## src/rtl/serial_rx_parity.sv

```systemverilog
// Serial-frame receiver: start bit, DATA_W data bits LSB first, optional parity, stop bit.
// Good words, parity errors and framing errors are reported separately; errored frames are counted.
module serial_rx_parity #(
    parameter int DATA_W       = 4,
    parameter int CLKS_PER_BIT = 1,
    parameter int PARITY_MODE  = 1,
    parameter int SYNC_STAGES  = 0,
    parameter int ERR_CNT_W    = 8
) (
    input  logic                 clk,
    input  logic                 rst,
    input  logic                 RX,
    input  logic                 clr_err,
    output logic [DATA_W-1:0]    data_out,
    output logic                 valid_data,
    output logic                 parity_err,
    output logic                 frame_err,
    output logic                 busy,
    output logic [ERR_CNT_W-1:0] err_count
);

    localparam int HALF  = CLKS_PER_BIT / 2;
    localparam int BIT_W = $clog2(DATA_W + 1);
    localparam int CNT_W = $clog2(CLKS_PER_BIT + 1);

    localparam logic [CNT_W-1:0] LOAD_BIT  = CNT_W'(CLKS_PER_BIT - 1);
    localparam logic [CNT_W-1:0] LOAD_HALF = CNT_W'((HALF == 0) ? 0 : HALF - 1);
    localparam logic [BIT_W-1:0] LAST_BIT  = BIT_W'(DATA_W - 1);

    localparam logic [2:0] IDLE  = 3'd0;
    localparam logic [2:0] START = 3'd1;
    localparam logic [2:0] DATA  = 3'd2;
    localparam logic [2:0] PAR   = 3'd3;
    localparam logic [2:0] STOP  = 3'd4;
    localparam logic [2:0] BREAK = 3'd5;

    logic              rxs;
    logic [2:0]        state;
    logic [CNT_W-1:0]  cnt;
    logic [BIT_W-1:0]  bit_cnt;
    logic [DATA_W-1:0] shift;
    logic              par_bit;
    logic              par_bad;
    logic              stop_sample;
    logic              frame_bad;

    generate
        if (SYNC_STAGES == 0) begin : g_nosync
            assign rxs = RX;
        end else begin : g_sync
            logic [SYNC_STAGES-1:0] sync_q;
            always_ff @(posedge clk or posedge rst) begin
                if (rst) begin
                    sync_q <= '1;
                end else begin
                    sync_q <= (sync_q << 1) | SYNC_STAGES'(RX);
                end
            end
            assign rxs = sync_q[SYNC_STAGES-1];
        end
    endgenerate

    always_comb begin
        par_bad = 1'b0;
        if (PARITY_MODE != 0) begin
            par_bad = ((^shift) ^ par_bit) != (PARITY_MODE == 2);
        end
    end

    assign stop_sample = (state == STOP) && (cnt == '0);
    assign frame_bad   = stop_sample && (par_bad || !rxs);
    assign busy        = (state != IDLE);

    always_ff @(posedge clk or posedge rst) begin
        if (rst) begin
            state      <= IDLE;
            cnt        <= '0;
            bit_cnt    <= '0;
            shift      <= '0;
            par_bit    <= 1'b0;
            data_out   <= '0;
            valid_data <= 1'b0;
            parity_err <= 1'b0;
            frame_err  <= 1'b0;
            err_count  <= '0;
        end else begin
            valid_data <= 1'b0;
            parity_err <= 1'b0;
            frame_err  <= 1'b0;

            if (clr_err) begin
                err_count <= '0;
            end else if (frame_bad && (err_count != '1)) begin
                err_count <= err_count + 1'b1;
            end

            case (state)
                IDLE: begin
                    if (!rxs) begin
                        bit_cnt <= '0;
                        // With a sub-2-cycle bit period the start bit's sample point is this cycle.
                        if (HALF == 0) begin
                            state <= DATA;
                            cnt   <= LOAD_BIT;
                        end else begin
                            state <= START;
                            cnt   <= LOAD_HALF;
                        end
                    end
                end
                START: begin
                    if (cnt == '0) begin
                        if (rxs) begin
                            state <= IDLE;
                        end else begin
                            state <= DATA;
                            cnt   <= LOAD_BIT;
                        end
                    end else begin
                        cnt <= cnt - 1'b1;
                    end
                end
                DATA: begin
                    if (cnt == '0) begin
                        shift   <= (shift >> 1) | (DATA_W'(rxs) << (DATA_W - 1));
                        cnt     <= LOAD_BIT;
                        bit_cnt <= bit_cnt + 1'b1;
                        if (bit_cnt == LAST_BIT) begin
                            state <= (PARITY_MODE != 0) ? PAR : STOP;
                        end
                    end else begin
                        cnt <= cnt - 1'b1;
                    end
                end
                PAR: begin
                    if (cnt == '0) begin
                        par_bit <= rxs;
                        cnt     <= LOAD_BIT;
                        state   <= STOP;
                    end else begin
                        cnt <= cnt - 1'b1;
                    end
                end
                STOP: begin
                    if (cnt == '0) begin
                        parity_err <= par_bad;
                        frame_err  <= !rxs;
                        if (rxs && !par_bad) begin
                            data_out   <= shift;
                            valid_data <= 1'b1;
                        end
                        state <= rxs ? IDLE : BREAK;
                    end else begin
                        cnt <= cnt - 1'b1;
                    end
                end
                BREAK: begin
                    if (rxs) begin
                        state <= IDLE;
                    end
                end
                default: state <= IDLE;
            endcase
        end
    end

endmodule

```

## config.mk

```make
export PLATFORM = sky130hd
export DESIGN_NAME = serial_rx_parity
export DESIGN_NICKNAME = d
export VERILOG_FILES = /design/src/rtl/serial_rx_parity.sv
export SDC_FILE = /design/constraint.sdc
export NUM_CORES = 1
export LEC_CHECK = 0
export CAP_MARGIN = 25
export CORE_UTILIZATION = 25
export DETAILED_ROUTE_END_ITERATION = 16
export PLACE_DENSITY = 0.44
export SETUP_SLACK_MARGIN = 0.05
export SLEW_MARGIN = 20
export SYNTH_ARGS = -nofsm -noshare
export SYNTH_HDL_FRONTEND = slang
export SYNTH_SLANG_ARGS = --single-unit
```

## constraint.sdc

```tcl
create_clock -name clk -period 2.6 [get_ports clk]
set_input_delay 0.39 -clock clk [delete_from_list [all_inputs] [get_ports clk]]
set_output_delay 0.39 -clock clk [all_outputs]
set_load 0.02 [all_outputs]
```

Word-level counts from Yosys, hierarchy flattened
Index checks and enable logic that the tools add are counted.
{"block": "word_totals", "output_inout_bits": 16, "in_bits": 4, "regBits": 27, "word_cells": 75}
{"block": "classes", "bitwise_logic": 3, "n_eq_ne": 14, "reduce_logical": 20, "muxes": 25, "n_addsub": 3}
{"cell": "two-way mux 3 bit", "count": 10}
{"cell": "one-hot mux 3 bit (6 select lines)", "count": 1}
{"cell": "two-way mux 8 bit", "count": 2}
{"cell": "inequality test 2 bit, second input constant", "count": 7}
{"cell": "== test 3 x 2 -> 1 bit, second input constant", "count": 3}
{"cell": "two-way mux 1 bit", "count": 9}
{"cell": "adder 8 x 1 -> 8 bit, second input constant", "count": 1}
{"cell": "inequality test 8 bit, second input constant", "count": 1}
{"cell": "AND reduction 7 bit", "count": 1}
{"cell": "== test 3 bit, second input constant", "count": 2}
{"cell": "one-hot mux 3 bit (2 select lines)", "count": 1}
{"cell": "AND reduction 2 bit", "count": 3}
{"cell": "AND reduction 3 bit", "count": 2}
{"cell": "nonzero test 2 bit", "count": 3}
{"cell": "logical AND 1 bit", "count": 4}
{"cell": "OR 3 x 4 -> 4 bit", "count": 1}
{"cell": "OR reduction 4 bit", "count": 1}
{"cell": "parity 4 bit", "count": 1}
{"cell": "adder 3 x 1 -> 3 bit, second input constant", "count": 1}
{"cell": "== test 3 x 1 -> 1 bit, second input constant", "count": 1}
{"cell": "zero test 3 bit", "count": 1}
{"cell": "nonzero test 3 bit", "count": 1}
{"cell": "zero test 1 bit", "count": 2}
{"cell": "two-way mux 2 bit", "count": 1}
{"cell": "5 further kinds", "count": 5}

Longest topological paths before layout
Gate-level depths: netlist (run 1).
{"block": "depth", "depth_word": 7, "ltp_mapped": 5, "ltp_nobuf": 5}

Worst setup path before layout (run 1)
No wires, ideal clock.
{"block": "synth_path", "kind": "register to register", "start": "register state[0]", "end": "register err_count[7]", "setup_time_ns": 0.127, "t_arrival_ns": 1.779, "slack_ns": 0.694, "stages_incl_launch_ff": 5, "n_path_buf": 0, "period_less_slack_ns": 1.906, "required_time_ns": 2.473, "cell_sequence": "dfrtp_1 > or3b_1 > or4b_1 > a21oi_2 > mux2_1"}
{"block": "synth_between", "elab_chain_cells": 5}
{"element": "from (decl)", "line": "38", "source": "logic [2:0] state;"}
{"element": "from (signal assigned)", "line": "129", "source": "state <= (PARITY_MODE != 0) ? PAR : STOP;"}
{"element": "from (signal assigned)", "line": "152", "source": "state <= rxs ? IDLE : BREAK;"}
{"element": "== test 3 bit", "line": "70", "source": "assign stop_sample = (state == STOP) && (cnt == '0);"}
{"element": "logical AND 1 bit", "line": "70"}
{"element": "logical AND 1 bit", "line": "71", "source": "assign frame_bad = stop_sample && (par_bad || !rxs);"}
{"element": "logical AND 1 bit", "line": "93", "source": "end else if (frame_bad && (err_count != '1)) begin"}
{"element": "nonzero test 2 bit (no line)"}
{"element": "to (signal assigned)", "line": "94", "source": "err_count <= err_count + 1'b1;"}
{"element": "to (decl)", "line": "19", "source": "output logic [ERR_CNT_W-1:0] err_count"}
Every way passes these cells.
A chain may end at the register's enable or synchronous reset.

Final worst setup path (run 1)
Same ends and word-level chain as after synthesis.

==> flow_summary.json, run 1 <==
{
  "layout_common_cells": "dfrtp_1 (26), clkdlybuf4s50_1 (19), nand2_1 (16)",
  "cp.arrival_ns": 2.17,
  "syn-instance-count": 119,
  "num_rows": 25,
  "synth_cell_type_count": 34,
  "seqPwrFrac_pct": 36.5,
  "end_kind": "flip-flop",
  "status": "finished, final reports clean",
  "nNetsFinal": 150,
  "drtPass1Iterations": 4,
  "switching_power_mw": 0.638,
  "crit_path_max_incr_delay_ns": 0.54,
  "core-area_um2": 4850,
  "rsz0062_at_grt": "no",
  "ys_seq_area_share_pct": 50.2,
  "area_delta_synth_final_pct": 27.2,
  "grt.overflow.total": 0,
  "ctsRootBufferMaster": "clkbuf_8",
  "grt_pass1_wl_mm": 4.63,
  "vias": 968,
  "post_cts_buffers": 0,
  "min_period_over_period_pct": 77.1,
  "drive_gt1_share_pct": 10.6,
  "combPwrFrac_pct": 42.9,
  "cts_inserted_buffers": 3,
  "tns_ns": 0,
  "num-fill-cells": 497,
  "crit_buf_inv": 0,
  "slew_violations": 0,
  "diodes": 0,
  "final_cell_area_um2": 1650,
  "slew_headroom_pct": 57.0,
  "grt_usage_pct": 11.1,
  "cts_tree": "yes",
  "crit_family": "simple AND/OR/NAND/NOR gates",
  "yosys_register_bits": 26,
  "required_ns": 2.76,
  "die_h_um": 74.0,
  "p_per_area_nw_per_um2": 1010,
  "insertion_delay_ns": 0.27,
  "fin_crit_ns": 2.00,
  "ctsResizeCount": 0,
  "place_area_um2": 1580,
  "crit_fanout": 7,
  "leakage_nw": 0.729,
  "cts_sinks": 26,
  "ir_worst_vdd_mv": 0.484,
  "min_path_type": "in -> async",
  "initial_core_util_pct": 26.7,
  "gp_congestion": 0.805,
  "dieArea_um2": 5480,
  "via_per_inst": 4.63,
  "max_cap_violations": 0,
  "path_class": "reg -> reg",
  "drc": 0,
  "final_common_cell": "dfrtp_1",
  "p_int_mw": 1.02,
  "syn-num-nets": 126,
  "hold_viol_final": 0,
  "ys_warn_count": 0,
  "die_w_um": 74.0,
  "antenna_found_initial": 0,
  "ctsHoldBuffers": 0,
  "startpoint_type": "flip-flop",
  "clkTransAtPathRegs_ns": 0.10,
  "wl_per_cell_um": 12.9,
  "grt_max_degree": 27,
  "syn_area_um2": 1300,
  "p_sw_share_pct": 38.4,
  "io_pins": 20,
  "worstMarginPinSlew_ns": 0.641,
  "clock-skew-final_ns": 0.00528,
  "grt_pass1_vias": 983,
  "drt_iter0_markers": 37,
  "wl_mm": 2.70,
  "critPathSlowestCell": "or4b_1",
  "port_buffers": 19,
  "synth.avg_cell_area_um2": 10.9,
  "final_antenna_net_count": 0,
  "max_freq_ghz": 0.499,
  "hpwl_mm": 1.93,
  "path_cells": "or3b_1 -> or4b_1 -> a21oi_2 -> mux2_1",
  "power_frac_clock_pct": 20.6,
  "htree_num_levels": 1,
  "cts_buffer_depth": 2,
  "setup_viol": 0
}
[area by class of cell]
type,instances,area (µm²),area share (%)
timing repair buffer,21,205,12.4
clock inverter,1,30.0,1.82
multi-input combinational,83,608,36.9
inverter,8,30.0,1.82
tap,67,83.8,5.08
clock buffer,3,41.3,2.50
sequential,26,651,39.5
[kinds of logic (layout without fill, tap and decap cells)]
family / Yosys count / after routing / synth area share, %
AOI/OAI and AO/OA: 23 / 23 / 13.3
buffers and inverters: 10 / 33 / 2.90
adders and majority gates: 3 / 3 / 2.90
DFF: 26 / 26 / 50.2
and+or+nand+nor: 45 / 45 / 17.8
xor gates and xnor gates: 3 / 3 / 5.21
muxes: 9 / 9 / 7.72
[power by group through the flow]
stage | Clock, mW | Combinational, mW | Sequential (mW)
4_1_cts | 0.351 | 0.722 | 0.608
2_1_floorplan | 0 | 0.537 | 0.617
6_report | 0.342 | 0.714 | 0.606
3_3_place_gp | 0 | 0.710 | 0.612
3_5_place_dp | 0 | 0.714 | 0.617
5_1_grt | 0.368 | 0.798 | 0.623
[Yosys cell counts (all sizes together)]
| library cell | n | area share (%) |
|---|---|---|
| a2111o | 3 | 2.6 |
| a211oi | 1 | 0.58 |
| dfrtp | 26 | 50 |
| buf | 1 | 0.29 |
| a2111oi | 1 | 1.2 |
| mux2 | 8 | 7.0 |
| and3 | 2 | 0.97 |
| nand4 | 2 | 0.97 |
| nand2 | 16 | 4.6 |
| ha | 3 | 2.9 |
| a21o | 1 | 0.68 |
| o21ai | 6 | 2.3 |
| nand2b | 2 | 0.97 |
| nor3b | 1 | 0.97 |
| xnor3 | 1 | 1.8 |
| nand3 | 6 | 2.7 |
| o41ai | 4 | 2.7 |
| mux2i | 1 | 0.77 |
| nor2b | 3 | 1.4 |
| or3b | 1 | 0.68 |
| a21oi | 6 | 2.6 |
| clkbuf | 1 | 0.29 |
| inv | 8 | 2.3 |
| xnor2 | 2 | 3.4 |
| or4b | 1 | 0.77 |
| a22o | 1 | 0.68 |
| nand3b | 1 | 0.58 |
| nor2 | 8 | 2.3 |
| nor3 | 2 | 0.77 |
[sequential cells by signal, indices dropped and copies added (netlist names)]
signal      cells
shift           4
err_count       8
bit_cnt         3
frame_err       1
data_out        4
parity_err      1
state           3
valid_data      1
par_bit         1
[stage by stage]
stage	utilization (%)	cells	total power [mW]	setup slack, ns	hold WS, ns
finish	34.0	209	1.66	0.595	0.466
detailed placement	32.5	205	1.33	0.615	0.471
global placement	32.5	205	1.32	0.643	0.463
CTS	34.0	209	1.68	0.594	0.482
floorplan	-	119	1.15	0.694	0.430
global route	34.0	209	1.79	0.519	0.519
[path summary, 6_finish.rpt]
check                                  startpoint                  endpoint  slack (ns)  cells after the start
min in group clk           bit_cnt[2]$_DFFE_PP0P_    bit_cnt[2]$_DFFE_PP0P_        0.49                      2
setup / recovery             state[0]$_DFFE_PP0P_  err_count[7]$_DFFE_PP0P_        0.60                      4
hold / removal                                rst   data_out[2]$_DFFE_PP0P_        0.47                      3
setup reg to reg             state[0]$_DFFE_PP0P_  err_count[7]$_DFFE_PP0P_        0.60                      4
hold reg to reg            bit_cnt[2]$_DFFE_PP0P_    bit_cnt[2]$_DFFE_PP0P_        0.49                      2
max in group asynchronous                     rst      parity_err$_DFF_PP0_        1.88                      3
[worst min-delay path, stage by stage]
cell and delay (ns):
clkdlybuf4s50_1 0.39, inv_1 0.05, buf_4 0.32
[routing by layer]
| layer | up-vias | global-route usage (%) | wire (µm) |
|---|---|---|---|
| met1 | 476 | 14.1 | 1310 |
| met2 | 18 | 19.0 | 1280 |
| met3 | 2 | 3.25 | 87 |
| met5 | - | 0 | 0 |
| met4 | 0 | 1.92 | 19 |
| li1 | 472 | - | - |
(Power assumes the default switching activity.)
==> inputs of run 2 (changes only) <==
--- a/config.mk
+++ b/config.mk
@@ -8,7 +8,7 @@
 export CAP_MARGIN = 25
 export CORE_UTILIZATION = 25
 export DETAILED_ROUTE_END_ITERATION = 16
-export PLACE_DENSITY = 0.44
+export PLACE_DENSITY = 0.46
 export SETUP_SLACK_MARGIN = 0.05
 export SLEW_MARGIN = 20
 export SYNTH_ARGS = -nofsm -noshare
==> constraint.sdc (replaced) <==
create_clock -name clk -period 1.6 [get_ports clk]
set_input_delay 0.24 -clock clk [delete_from_list [all_inputs] [get_ports clk]]
set_output_delay 0.24 -clock clk [all_outputs]
set_load 0.02 [all_outputs]
==> run 2 against run 1 <==
  * The flow now finishes with violations (negative setup slack)
  * Setup slack worse by 0.82 ns
  * Clock power up 12%
  * Wire length up 13%
  * Flip-flop and latch count unchanged
  * Critical path type unchanged
  * Largest power group unchanged
==> flow_summary.json, run 2 (synthesis results as in run 1) <==
{
  "ctsRootBufferMaster": "clkbuf_8",
  "hpwl_mm": 2.30,
  "max_freq_ghz": 0.547,
  "cts_inserted_buffers": 3,
  "via_per_inst": 4.46,
  "initial_core_util_pct": 26.7,
  "num-fill-cells": 471,
  "drt_iter0_markers": 40,
  "hold_viol_final": 0,
  "clock-skew-final_ns": 0.00702,
  "slew_headroom_pct": 61.8,
  "grt.overflow.total": 0,
  "die_w_um": 74.0,
  "layout_common_cells": "buf_4 (34), dfrtp_1 (24), nand2_1 (16)",
  "area_delta_synth_final_pct": 52.7,
  "nNetsFinal": 183,
  "core-area_um2": 4850,
  "final_core_util_pct": 40.8,
  "ir_worst_vdd_mv": 0.813,
  "grt_usage_pct": 12.6,
  "grt_max_degree": 27,
  "min_period_over_period_pct": 114,
  "startpoint_type": "flip-flop",
  "clkTransAtPathRegs_ns": 0.09,
  "diodes": 0,
  "crit_buf_inv": 0,
  "path_cells": "or3b_4 -> or4b_4 -> a21oi_2 -> mux2_4",
  "cp.arrival_ns": 1.99,
  "worstMarginPinSlew_ns": 0.569,
  "cts_buffer_depth": 2,
  "io_pins": 20,
  "grt_pass1_wl_mm": 5.20,
  "layout_setup_ws_ns": -0.229,
  "port_buffers": 19,
  "final_cell_area_um2": 1980,
  "dieArea_um2": 5480,
  "antenna_found_initial": 0,
  "place_area_um2": 1850,
  "drtPass1Iterations": 2,
  "crit_family": "simple AND/OR/NAND/NOR gates",
  "wl_per_cell_um": 12.6,
  "crit_fanout": 2,
  "htree_num_levels": 1,
  "final_common_cell": "buf_4",
  "die_h_um": 74.0,
  "violations": "negative setup slack",
  "path_class": "reg -> reg",
  "required_ns": 1.76,
  "leakage_nw": 0.937,
  "slew_violations": 0,
  "status": "finished with violations",
  "largestRegisters": "err_count x8, data_out x4, shift x4",
  "regMostFlops": "err_count",
  "fin_crit_ns": 1.83,
  "num_rows": 25,
  "rsz0062_at_grt": "yes",
  "end_kind": "flip-flop",
  "crit_path_max_incr_delay_ns": 0.49,
  "ctsHoldBuffers": 0,
  "p_per_area_nw_per_um2": 1620,
  "final_antenna_net_count": 0,
  "critPathSlowestCell": "or4b_4",
  "insertion_delay_ns": 0.27,
  "cts_tree": "yes",
  "largest_reg_flops": 8,
  "drive_gt1_share_pct": 39.4,
  "setup_viol": 12,
  "min_path_type": "in -> async",
  "max_cap_violations": 0,
  "vias": 1079,
  "drc": 0,
  "place_ws_ns": -0.241,
  "gp_congestion": 0.836,
  "grt_pass1_vias": 1115,
  "wl_mm": 3.05,
  "cts_sinks": 26
}
[run 2: cell count changes in the layout (fill, tap and decap cells not counted), sizes merged]
cell / delta
dlygate4sd2: +8
clkdlybuf4s15: +1
clkdlybuf4s50: -9
clkbuf: +1
bufinv: -1
buf: +33
[run 2: area by class of cell]
type | instances | area [µm²] | share of cell area, %
Clock buffer | 4 | 45.0 | 2.28
Inverter | 8 | 30.0 | 1.52
Multi-Input combinational cell | 83 | 719 | 36.3
Sequential cell | 26 | 653 | 33.0
Tap cell | 67 | 83.8 | 4.24
Timing Repair Buffer | 54 | 448 | 22.6
[run 2: tightest hold or removal path, cell delays in order]
cell and delay [ns]:
clkdlybuf4s50_1 0.40, inv_1 0.05, buf_4 0.32
[run 2: stage by stage]
| stage | TNS, ns | instances | hold WS, ns | total power [mW] |
|---|---|---|---|---|
| 2_1_floorplan | -1.19 | 119 | 0.280 | 1.92 |
| 3_3_place_gp | -1.91 | 238 | 0.460 | 2.64 |
| 3_5_place_dp | -2.30 | 238 | 0.482 | 2.68 |
| 4_1_cts | -2.18 | 242 | 0.341 | 3.19 |
| 5_1_grt | -2.79 | 242 | 0.363 | 3.44 |
| 6_report | -2.04 | 242 | 0.331 | 3.22 |
[run 2: final timing paths]
kind | start | to | slack (ns) | depth (start not counted)
max | state[1]$_DFFE_PP0P_ | err_count[7]$_DFFE_PP0P_ | -0.23 | 4
min | rst | data_out[3]$_DFFE_PP0P_ | 0.33 | 3
max in group asynchronous | rst | err_count[1]$_DFFE_PP0P_ | 0.99 | 3
min in group clk | bit_cnt[2]$_DFFE_PP0P_ | bit_cnt[2]$_DFFE_PP0P_ | 0.49 | 2
min reg2reg | bit_cnt[2]$_DFFE_PP0P_ | bit_cnt[2]$_DFFE_PP0P_ | 0.49 | 2
max reg2reg | state[1]$_DFFE_PP0P_ | err_count[7]$_DFFE_PP0P_ | -0.23 | 4
[run 2: layer usage]
layer | GRT usage, % | wire length (µm) | vias to the layer above | part of all wire, %
met5 | 0 | 0 | - | 0
met4 | 4.49 | 36 | 0 | 1.2
met3 | 2.17 | 66 | 4 | 2.2
met2 | 21.2 | 1470 | 16 | 48
met1 | 16.3 | 1470 | 520 | 48
li1 | - | - | 539 | -
[run 2: timing repair]
| item | CTS | global route |
|---|---|---|
| resized for setup | 21 | 8 |
| pin swaps | 7 | 3 |
| endpoints found under the setup margin | 21 | 14 |
| setup buffers | 0 | 0 |
[run 2: power breakdown]
part           switching, mW  leakage, nW  internal [mW]  total, mW
Sequential             0.105        0.341          0.824      0.929
Clock                  0.204       0.0228          0.178      0.382
Combinational          0.954        0.573          0.951       1.90
Total                   1.26        0.937           1.95       3.22
==> inputs of run 3 (changes only) <==
--- a/config.mk
+++ b/config.mk
@@ -5,6 +5,7 @@
 export SDC_FILE = /design/constraint.sdc
 export NUM_CORES = 1
 export LEC_CHECK = 0
+export ABC_CLOCK_PERIOD_IN_PS = 1600
 export CAP_MARGIN = 25
 export CORE_UTILIZATION = 25
 export DETAILED_ROUTE_END_ITERATION = 16
==> constraint.sdc (replaced) <==
create_clock -name clk -period 1.6 [get_ports clk]
set_input_delay 0.48 -clock clk [delete_from_list [all_inputs] [get_ports clk]]
set_output_delay 0.48 -clock clk [all_outputs]
set_load 0.02 [all_outputs]
==> run 3 against run 2 <==
  * The flow still finishes with violations (negative setup slack)
  * Clock power is 11% higher
  * Sequential share of layout area fell by 2.3 points
  * Clock skew down 0.0034 ns
  * Setup slack got worse by 0.0052 ns
  * Flip-flop and latch count did not move
  * Power is 12% higher
  * Largest power group unchanged
==> flow_summary.json, run 3 (synthesis results as in run 1) <==
{
  "combPwrFrac_pct": 62.3,
  "final_antenna_net_count": 0,
  "antenna_found_initial": 0,
  "grt_usage_pct": 13.2,
  "io_pins": 20,
  "drc": 0,
  "drive_gt1_share_pct": 50.0,
  "final_common_cell": "buf_4",
  "p_int_mw": 2.19,
  "grt_pass1_vias": 1190,
  "ctsRootBufferMaster": "clkbuf_8",
  "cts_tree": "yes",
  "cp.arrival_ns": 2.00,
  "layout_setup_ws_ns": -0.234,
  "layout_common_cells": "buf_4 (39), dfrtp_1 (24), nand2_1 (15)",
  "clock-skew-final_ns": 0.00367,
  "p_per_area_nw_per_um2": 1690,
  "fin_crit_ns": 1.83,
  "ir_worst_vdd_mv": 1.25,
  "largest_reg_flops": 8,
  "htree_num_levels": 1,
  "switching_power_mw": 1.40,
  "nNetsFinal": 194,
  "wl_per_cell_um": 12.6,
  "end_kind": "flip-flop",
  "tns_ns": -2.10,
  "drt_iter0_markers": 39,
  "num_rows": 25,
  "max_freq_ghz": 0.545,
  "cts_inserted_buffers": 3,
  "vias": 1150,
  "drtPass1Iterations": 4,
  "crit_fanout": 2,
  "area_delta_synth_final_pct": 64.2,
  "via_per_inst": 4.55,
  "place_ws_ns": -0.366,
  "setup_viol": 12,
  "hold_slack_ns": 0.493,
  "cts_buffer_depth": 2,
  "min_path_type": "reg -> reg",
  "worstMarginPinSlew_ns": 0.349,
  "total_power_mw": 3.59,
  "diodes": 0,
  "initial_core_util_pct": 26.7,
  "ctsHoldBuffers": 0,
  "startpoint_type": "flip-flop",
  "grt_max_degree": 27,
  "grt.overflow.total": 0,
  "cts_sinks": 26,
  "gp_congestion": 0.785,
  "hpwl_mm": 2.40,
  "regMostFlops": "err_count",
  "wl_mm": 3.19,
  "seqPwrFrac_pct": 25.9,
  "violations": "negative setup slack",
  "die_h_um": 74.0,
  "slew_violations": 0,
  "power_frac_clock_pct": 11.8,
  "die_w_um": 74.0,
  "rsz0062_at_grt": "yes",
  "grt_pass1_wl_mm": 5.58,
  "core-area_um2": 4850,
  "status": "finished with violations",
  "placed_cells": 246,
  "hold_viol_final": 0,
  "clkTransAtPathRegs_ns": 0.09,
  "slew_headroom_pct": 76.7,
  "port_buffers": 19,
  "dieArea_um2": 5480,
  "required_ns": 1.76,
  "fin_cells": 253,
  "max_cap_violations": 0,
  "path_class": "reg -> reg",
  "insertion_delay_ns": 0.27,
  "largestRegisters": "err_count x8, data_out x4, shift x4",
  "leakage_nw": 1.02,
  "min_period_over_period_pct": 115,
  "p_sw_share_pct": 39.0
}
[run 3: changes by cell type in the layout (fill, tap and decap cells not counted), moves of 3 or more]
cell             before  now
o41ai_4               0    3
buf_4                34   39
o41ai_2               3    0
clkdlybuf4s50_1      10    2
buf_2                 0    6
buf_6                 1    9
[run 3: final timing paths]
kind / startpoint / end / slack [ns] / cells past startpoint
max in group asynchronous: rst / err_count[1]$_DFFE_PP0P_ / 0.76 / 3
worst max register to register: state[0]$_DFFE_PP0P_ / err_count[7]$_DFFE_PP0P_ / -0.23 / 4
min in group asynchronous: rst / err_count[4]$_DFFE_PP0P_ / 0.57 / 3
worst max-delay path: state[0]$_DFFE_PP0P_ / err_count[7]$_DFFE_PP0P_ / -0.23 / 4
worst min register to register: bit_cnt[2]$_DFFE_PP0P_ / bit_cnt[2]$_DFFE_PP0P_ / 0.49 / 2
worst min-delay path: bit_cnt[2]$_DFFE_PP0P_ / bit_cnt[2]$_DFFE_PP0P_ / 0.49 / 2
[run 3: power by group through the flow]
| stage | combinational [mW] | clock (mW) | sequential (mW) |
|---|---|---|---|
| final | 2.24 | 0.425 | 0.928 |
| after global routing | 2.41 | 0.476 | 0.945 |
| after CTS | 2.02 | 0.447 | 0.927 |
| after detailed placement | 1.80 | 0 | 0.940 |
| after global placement | 1.78 | 0 | 0.931 |
| after floorplan | 0.920 | 0 | 1.01 |
[run 3: timing repair]
action | CTS | global route
hold endpoints to repair | 0 | 0
setup buffers | 2 | 1
cloned | 0 | 0
resized for setup | 57 | 26
pin swaps | 8 | 7
endpoints found under the setup margin | 31 | 16
[run 3: area by class of cell]
cell class / count / area (µm²)
repair buffers: 65 / 515
multi-input cells: 83 / 791
inverters: 8 / 30.0
well taps: 67 / 83.8
fillers: 462 / 2720
clock buffers: 4 / 55.1
flip-flops and latches: 26 / 653
[run 3: critical path, cell delays in order, from the launching register on]
cell,delay [ns]
dfrtp_1,0.40
or3b_4,0.40
or4b_4,0.48
a21oi_2,0.14
mux2_4,0.31
[run 3: routing by layer]
layer / wire (µm) / vias up / GRT usage, %
met5: 0 / - / 0
met4: 13 / 0 / 2.78
met3: 135 / 2 / 3.93
met2: 1610 / 23 / 23.4
met1: 1420 / 565 / 15.9
li1: - / 560 / -
[run 3: per-stage QoR]
step / utilization (%) / cell area (µm²)
6_report: 43.9 / 2130
5_1_grt: 43.9 / 2130
4_1_cts: 41.6 / 2020
3_5_place_dp: 39.4 / 1910
3_3_place_gp: 39.4 / 1910
2_1_floorplan: - / 1320
